$ cat src/rtl/axis_param_fifo.sv
// axis_param_fifo: synchronous AXI4-Stream FIFO with package-driven sideband widths.
// Optional store-and-forward packet mode: define AXIS_PARAM_FIFO_PACKET_MODE_EN.
// Without the macro the FIFO is cut-through (m_axis_tvalid = !empty).

package axis_pkg;

    typedef struct packed {
        int unsigned TDATA_BYTES;
        int unsigned TID_WIDTH;
        int unsigned TDEST_WIDTH;
        int unsigned TUSER_WIDTH;
    } axis_parameters_t;

    localparam axis_parameters_t AXIS_PARAMETERS_DEFAULT = '{
        TDATA_BYTES: 4,
        TID_WIDTH:   4,
        TDEST_WIDTH: 4,
        TUSER_WIDTH: 4
    };

endpackage

module axis_param_fifo #(
    parameter axis_pkg::axis_parameters_t AXIS_PARAMETERS = axis_pkg::AXIS_PARAMETERS_DEFAULT,
    parameter int unsigned DEPTH = 16
) (
    input  logic                                       clk,
    input  logic                                       rst,

    input  logic                                       s_axis_tvalid,
    output logic                                       s_axis_tready,
    input  logic [8*AXIS_PARAMETERS.TDATA_BYTES-1:0]   s_axis_tdata,
    input  logic [AXIS_PARAMETERS.TDATA_BYTES-1:0]     s_axis_tkeep,
    input  logic                                       s_axis_tlast,
    input  logic [AXIS_PARAMETERS.TID_WIDTH-1:0]       s_axis_tid,
    input  logic [AXIS_PARAMETERS.TDEST_WIDTH-1:0]     s_axis_tdest,
    input  logic [AXIS_PARAMETERS.TUSER_WIDTH-1:0]     s_axis_tuser,

    output logic                                       m_axis_tvalid,
    input  logic                                       m_axis_tready,
    output logic [8*AXIS_PARAMETERS.TDATA_BYTES-1:0]   m_axis_tdata,
    output logic [AXIS_PARAMETERS.TDATA_BYTES-1:0]     m_axis_tkeep,
    output logic                                       m_axis_tlast,
    output logic [AXIS_PARAMETERS.TID_WIDTH-1:0]       m_axis_tid,
    output logic [AXIS_PARAMETERS.TDEST_WIDTH-1:0]     m_axis_tdest,
    output logic [AXIS_PARAMETERS.TUSER_WIDTH-1:0]     m_axis_tuser,

    output logic [$clog2(DEPTH):0]                     count
);

    localparam int unsigned B  = AXIS_PARAMETERS.TDATA_BYTES;
    localparam int unsigned I  = AXIS_PARAMETERS.TID_WIDTH;
    localparam int unsigned D  = AXIS_PARAMETERS.TDEST_WIDTH;
    localparam int unsigned U  = AXIS_PARAMETERS.TUSER_WIDTH;
    localparam int unsigned AW = $clog2(DEPTH);
    localparam int unsigned C  = AW + 1;
    localparam int unsigned PW = 8*B + B + 1 + I + D + U;

    logic [PW-1:0] mem_q [DEPTH];

    logic [C-1:0]  wr_ptr_q, wr_ptr_d;
    logic [C-1:0]  rd_ptr_q, rd_ptr_d;
    logic [C-1:0]  count_q, count_d;

    logic          empty;
    logic          full;
    logic          push;
    logic          pop;
    logic [PW-1:0] s_payload;
    logic [PW-1:0] rd_payload;

    assign s_payload  = {s_axis_tdata, s_axis_tkeep, s_axis_tlast,
                         s_axis_tid, s_axis_tdest, s_axis_tuser};
    assign rd_payload = mem_q[rd_ptr_q[AW-1:0]];

`ifdef AXIS_PARAM_FIFO_PACKET_MODE_EN
    logic [C-1:0]  pkt_cnt_q, pkt_cnt_d;
`endif

    // Status flags, handshakes and registered-state next values
    always_comb begin
        empty         = (wr_ptr_q == rd_ptr_q);
        full          = (wr_ptr_q[AW-1:0] == rd_ptr_q[AW-1:0]) &&
                        (wr_ptr_q[AW] != rd_ptr_q[AW]);
        s_axis_tready = !full && !rst;
`ifdef AXIS_PARAM_FIFO_PACKET_MODE_EN
        // The full term lets packets longer than DEPTH stream instead of deadlocking
        m_axis_tvalid = !empty && ((pkt_cnt_q != '0) || full);
`else
        m_axis_tvalid = !empty;
`endif
        push = s_axis_tvalid && s_axis_tready;
        pop  = m_axis_tvalid && m_axis_tready;

        {m_axis_tdata, m_axis_tkeep, m_axis_tlast,
         m_axis_tid, m_axis_tdest, m_axis_tuser} = m_axis_tvalid ? rd_payload : '0;

        wr_ptr_d = wr_ptr_q + C'(push);
        rd_ptr_d = rd_ptr_q + C'(pop);

        count_d = count_q;
        case ({push, pop})
            2'b10:   count_d = count_q + 1'b1;
            2'b01:   count_d = count_q - 1'b1;
            default: count_d = count_q;
        endcase

`ifdef AXIS_PARAM_FIFO_PACKET_MODE_EN
        pkt_cnt_d = pkt_cnt_q;
        case ({push && s_axis_tlast, pop && m_axis_tlast})
            2'b10:   pkt_cnt_d = pkt_cnt_q + 1'b1;
            2'b01:   pkt_cnt_d = pkt_cnt_q - 1'b1;
            default: pkt_cnt_d = pkt_cnt_q;
        endcase
`endif
    end

    assign count = count_q;

    // Storage write; contents are intentionally not reset
    always_ff @(posedge clk) begin
        if (push) begin
            mem_q[wr_ptr_q[AW-1:0]] <= s_payload;
        end
    end

    // Pointer and occupancy registers with synchronous reset
    always_ff @(posedge clk) begin
        if (rst) begin
            wr_ptr_q <= '0;
            rd_ptr_q <= '0;
            count_q  <= '0;
        end else begin
            wr_ptr_q <= wr_ptr_d;
            rd_ptr_q <= rd_ptr_d;
            count_q  <= count_d;
        end
    end

`ifdef AXIS_PARAM_FIFO_PACKET_MODE_EN
    // Count of complete packets currently stored
    always_ff @(posedge clk) begin
        if (rst) begin
            pkt_cnt_q <= '0;
        end else begin
            pkt_cnt_q <= pkt_cnt_d;
        end
    end
`endif

endmodule
$ cat config.mk
export PLATFORM = sky130hd
export DESIGN_NAME = axis_param_fifo
export DESIGN_NICKNAME = d
export VERILOG_FILES = /design/src/rtl/axis_param_fifo.sv
export SDC_FILE = /design/constraint.sdc
export NUM_CORES = 1
export LEC_CHECK = 0
export ABC_CLOCK_PERIOD_IN_PS = 9100
export CAP_MARGIN = 20
export CORE_UTILIZATION = 52
export CTS_CLUSTER_SIZE = 20
export DETAILED_ROUTE_END_ITERATION = 10
export GPL_TIMING_DRIVEN = 0
export HOLD_SLACK_MARGIN = 0.02
export PLACE_DENSITY = 0.7
export SLEW_MARGIN = 5
export SYNTH_ARGS = -nofsm -noshare
export SYNTH_HDL_FRONTEND = slang
export SYNTH_SLANG_ARGS = --single-unit
$ cat constraint.sdc
create_clock -name clk -period 9.1 [get_ports clk]
set_input_delay 1.82 -clock clk [delete_from_list [all_inputs] [get_ports clk]]
set_output_delay 1.82 -clock clk [all_outputs]
set_load 0.02 [all_outputs]
==> impl_metrics.tcl <==
set metrics [dict create \
    starting_density_of_the_core_pct 52.6 \
    dp_hpwl_um 44900 \
    r2r_start "wr_ptr_q[1]" \
    clkTransAtPathRegs_ps 60 \
    htree_levels 3 \
    netlist_instances 1322 \
    worst_hold_path.endpoint "count[3]" \
    finalCritPeriodShare_pct 63.0 \
    drt_drc_violations_left 0 \
    hold_slack_ps 539 \
    cts.sink_count 799 \
    tns_ps 0 \
    cts-resized-gates 0 \
    firstDrtPassIters 5 \
    syn_area_sq_um 30400 \
    synth_sequential_area_ratio_pct 78.5 \
    floorplan.die.width_um 244 \
    clockRootBuffer "sky130_fd_sc_hd__clkbuf_16" \
    worstSkewPairLatency_ps 620 \
    crit_path_end_kind "output pin" \
    postSynthRegisterBits 799 \
    gp_congestion 0.743 \
    critPathSlowestCell "sky130_fd_sc_hd__clkdlybuf4s50_1" \
    cts_setup_buffers 0 \
    worst_ir_drop_vdd_mv 0.165 \
    clock_path_buffers 3 \
    design.final.nets 1686 \
    worst_hold_startpoint "count[3]" \
    report.final.hold_viol_count 0 \
    synth_top_cells_by_area "sky130_fd_sc_hd__edfxtp_1 78%, sky130_fd_sc_hd__mux4_2 15%, sky130_fd_sc_hd__a22oi_1 2.4%, sky130_fd_sc_hd__dfxtp_1 0.99%, sky130_fd_sc_hd__a21oi_1 0.86%" \
    worst-r2r-setup-slack_ps 5360 \
    ys.warnings.count 0 \
    worst_setup_path_type "input port to output pin" \
    grt_pass1_wl_um 102000 \
    timing.critical_path.cells "clkdlybuf4s50_1 -> clkbuf_1 -> clkbuf_1 -> nor2_1 -> clkdlybuf4s50_1" \
    die_h_um 244 \
    final_layout_size_suffix_gt1_share_pct 28.9 \
    grt_max_degree 25 \
    worstHoldPathCells 2 \
    detailed_route_iter0_violations 1789 \
    synth_edf_count 784 \
    p_per_area_nw_per_um2 224 \
    finish.utilization_pct 62.5 \
    timing.final.setup_violations 0 \
    grt_usage_pct 23.8 \
    syn_avg_cell_area_sq_um 23.0 \
    slew_headroom_pct 28.9 \
    timing.final.crit_period_ps 5730 \
    max_stage_delay_ps 560 \
    finalInstanceArea_sq_um 36000 \
    cts_buffers 78 \
    clock_tree_from_tritoncts "done" \
    startpoint "rst" \
    grt_setup_unrepaired "no" \
    placed_cell_area_sq_um 33600 \
    worstSetupStartpointType "input port" \
    ys.flop_type "sky130_fd_sc_hd__edfxtp_1" \
    ant_nets 0 \
    critical_path_arrival_ps 3910 \
    die-area_sq_um 59400 \
    routed_wirelength_um 68500 \
    placement_rows 88 \
    synth_commonest_cells "784 x sky130_fd_sc_hd__edfxtp_1, 196 x sky130_fd_sc_hd__mux4_2, 98 x sky130_fd_sc_hd__a22oi_1, 52 x sky130_fd_sc_hd__a21oi_1, 33 x sky130_fd_sc_hd__clkbuf_1" \
    finalMaxSlewViolations 0 \
    cap_viol_max_count 0 \
    io_buffer_count 108 \
    worstPathMaxFanout 10 \
    synth_largest_area_cell "sky130_fd_sc_hd__edfxtp_1" \
    worst_margin_slew_ps 1060 \
    synthDominantCellAreaShare_pct 77.5 \
    synth_nets 1383 \
    reg2regPathDepth 13 \
    grt_antenna_before_repair 4 \
    worst_case_clock_skew_ps 16.7 \
    status "completed" \
    cp_data_required_time_ps 7280 \
    static-leakage-power_nw 11.3 \
    min_path_type "flop to flop" \
    via_count 14988 \
    wl_per_cell_um 27.9 \
    boundaryPins 109 \
    globalRouteOverflowTotal 0 \
    avgViaCountPerCell 6.11 \
    synthDistinctLibCells 38 \
    synth.most_common_cell "sky130_fd_sc_hd__edfxtp_1" \
    core_area_sq_um 57700 \
    synth-async-reset-ratio_pct 0 \
    max_clock_freq_mhz 174 \
    worstReg2RegEnd "count[4]" \
    syn2layout_area_growth_pct 18.7 \
    post_cts_hold_buffer_count 0 \
    vias_in_the_first_global_route 15624 \
]
## per-stage QoR
step                      setup WS, ps  power, mW  cells
final                             3370       8.09   2452
after global routing              3290       8.33   2450
after CTS                         3400       8.14   2449
after detailed placement          3400       5.04   2309
after global placement           -4770       5.02   2195
after floorplan                   1730       4.70   1322
## how the worst max path moves through the flow
stage	to	cells past startpoint
6_report	s_axis_tready	5
5_1_grt	s_axis_tready	5
4_1_cts	s_axis_tready	5
3_5_place_dp	s_axis_tready	5
3_3_place_gp	mem_q[8][13]	4
2_1_floorplan	mem_q[12][0]	3
## metal layers
layer / vias up / global-route usage, % / part of all wire (%)
li1: 6286 / - / -
met1: 7905 / 33.7 / 40
met2: 663 / 37.8 / 49
met3: 126 / 4.84 / 7.8
met4: 8 / 6.67 / 2.3
met5: - / 0 / 0.079
## cell type report
type | instances | area (sq um)
clock inverter | 45 | 447
inverter | 3 | 11.3
buffer | 80 | 458
multi-input combinational | 440 | 6150
clock buffer | 95 | 2020
fill | 3967 | 21700
antenna | 2 | 5.00
tap | 765 | 957
sequential | 799 | 23800
timing repair buffer | 223 | 2150
## flip-flops by register name, summed over array words and instances, names as in the netlist
name      count
count         5
mem_q       784
rd_ptr_q      5
wr_ptr_q      5
## cell usage in the layout, fill, tap and decap left out, types with 2 or more instances in the layout
| master | count |
|---|---|
| sky130_fd_sc_hd__a21oi_1 | 52 |
| sky130_fd_sc_hd__a22oi_1 | 98 |
| sky130_fd_sc_hd__a31oi_1 | 2 |
| sky130_fd_sc_hd__buf_12 | 2 |
| sky130_fd_sc_hd__buf_2 | 27 |
| sky130_fd_sc_hd__buf_4 | 81 |
| sky130_fd_sc_hd__buf_6 | 43 |
| sky130_fd_sc_hd__buf_8 | 9 |
| sky130_fd_sc_hd__bufinv_16 | 7 |
| sky130_fd_sc_hd__clkbuf_1 | 50 |
| sky130_fd_sc_hd__clkbuf_16 | 78 |
| sky130_fd_sc_hd__clkdlybuf4s50_1 | 108 |
| sky130_fd_sc_hd__clkinv_1 | 16 |
| sky130_fd_sc_hd__clkinv_2 | 13 |
| sky130_fd_sc_hd__clkinv_8 | 3 |
| sky130_fd_sc_hd__dfxtp_1 | 15 |
| sky130_fd_sc_hd__diode_2 | 2 |
| sky130_fd_sc_hd__edfxtp_1 | 784 |
| sky130_fd_sc_hd__ha_1 | 8 |
| sky130_fd_sc_hd__inv_2 | 2 |
| sky130_fd_sc_hd__inv_6 | 3 |
| sky130_fd_sc_hd__mux4_2 | 196 |
| sky130_fd_sc_hd__nand2_1 | 5 |
| sky130_fd_sc_hd__nand2b_1 | 4 |
| sky130_fd_sc_hd__nand3_1 | 3 |
| sky130_fd_sc_hd__nand4_1 | 2 |
| sky130_fd_sc_hd__nor2_1 | 13 |
| sky130_fd_sc_hd__nor2b_1 | 9 |
| sky130_fd_sc_hd__nor3_2 | 9 |
| sky130_fd_sc_hd__nor4_2 | 6 |
| sky130_fd_sc_hd__o21a_1 | 2 |
| sky130_fd_sc_hd__xnor2_1 | 8 |
| sky130_fd_sc_hd__xor2_1 | 8 |
## power by group
part           total [mW]  leakage, nW  internal, mW  switching [mW]
logic               0.875         2.94         0.410           0.465
registers            4.08         7.18          4.06          0.0107
clock network        3.14         1.20          1.79            1.35
## cell families (layout without fill, tap and decap cells)
group / count (synthesis) / after routing / share of synthesized area [%]
AOI/OAI and AO/OA: 159 / 159 / 3.51
other: 0 / 2 / 0
DFF: 799 / 799 / 78.5
and+or+nand+nor: 59 / 59 / 1.04
adders and majority gates: 8 / 8 / 0.330
buffers and inverters: 83 / 446 / 1.55
xor gates and xnor gates: 16 / 16 / 0.461
muxes: 198 / 198 / 14.6
## worst max-delay path, delay by kind of cell
kind | cells | cell delay [ps]
buffers and inverters | 4 | 1960
AND/OR/NAND/NOR | 1 | 130
(Power assumes the default switching activity.)
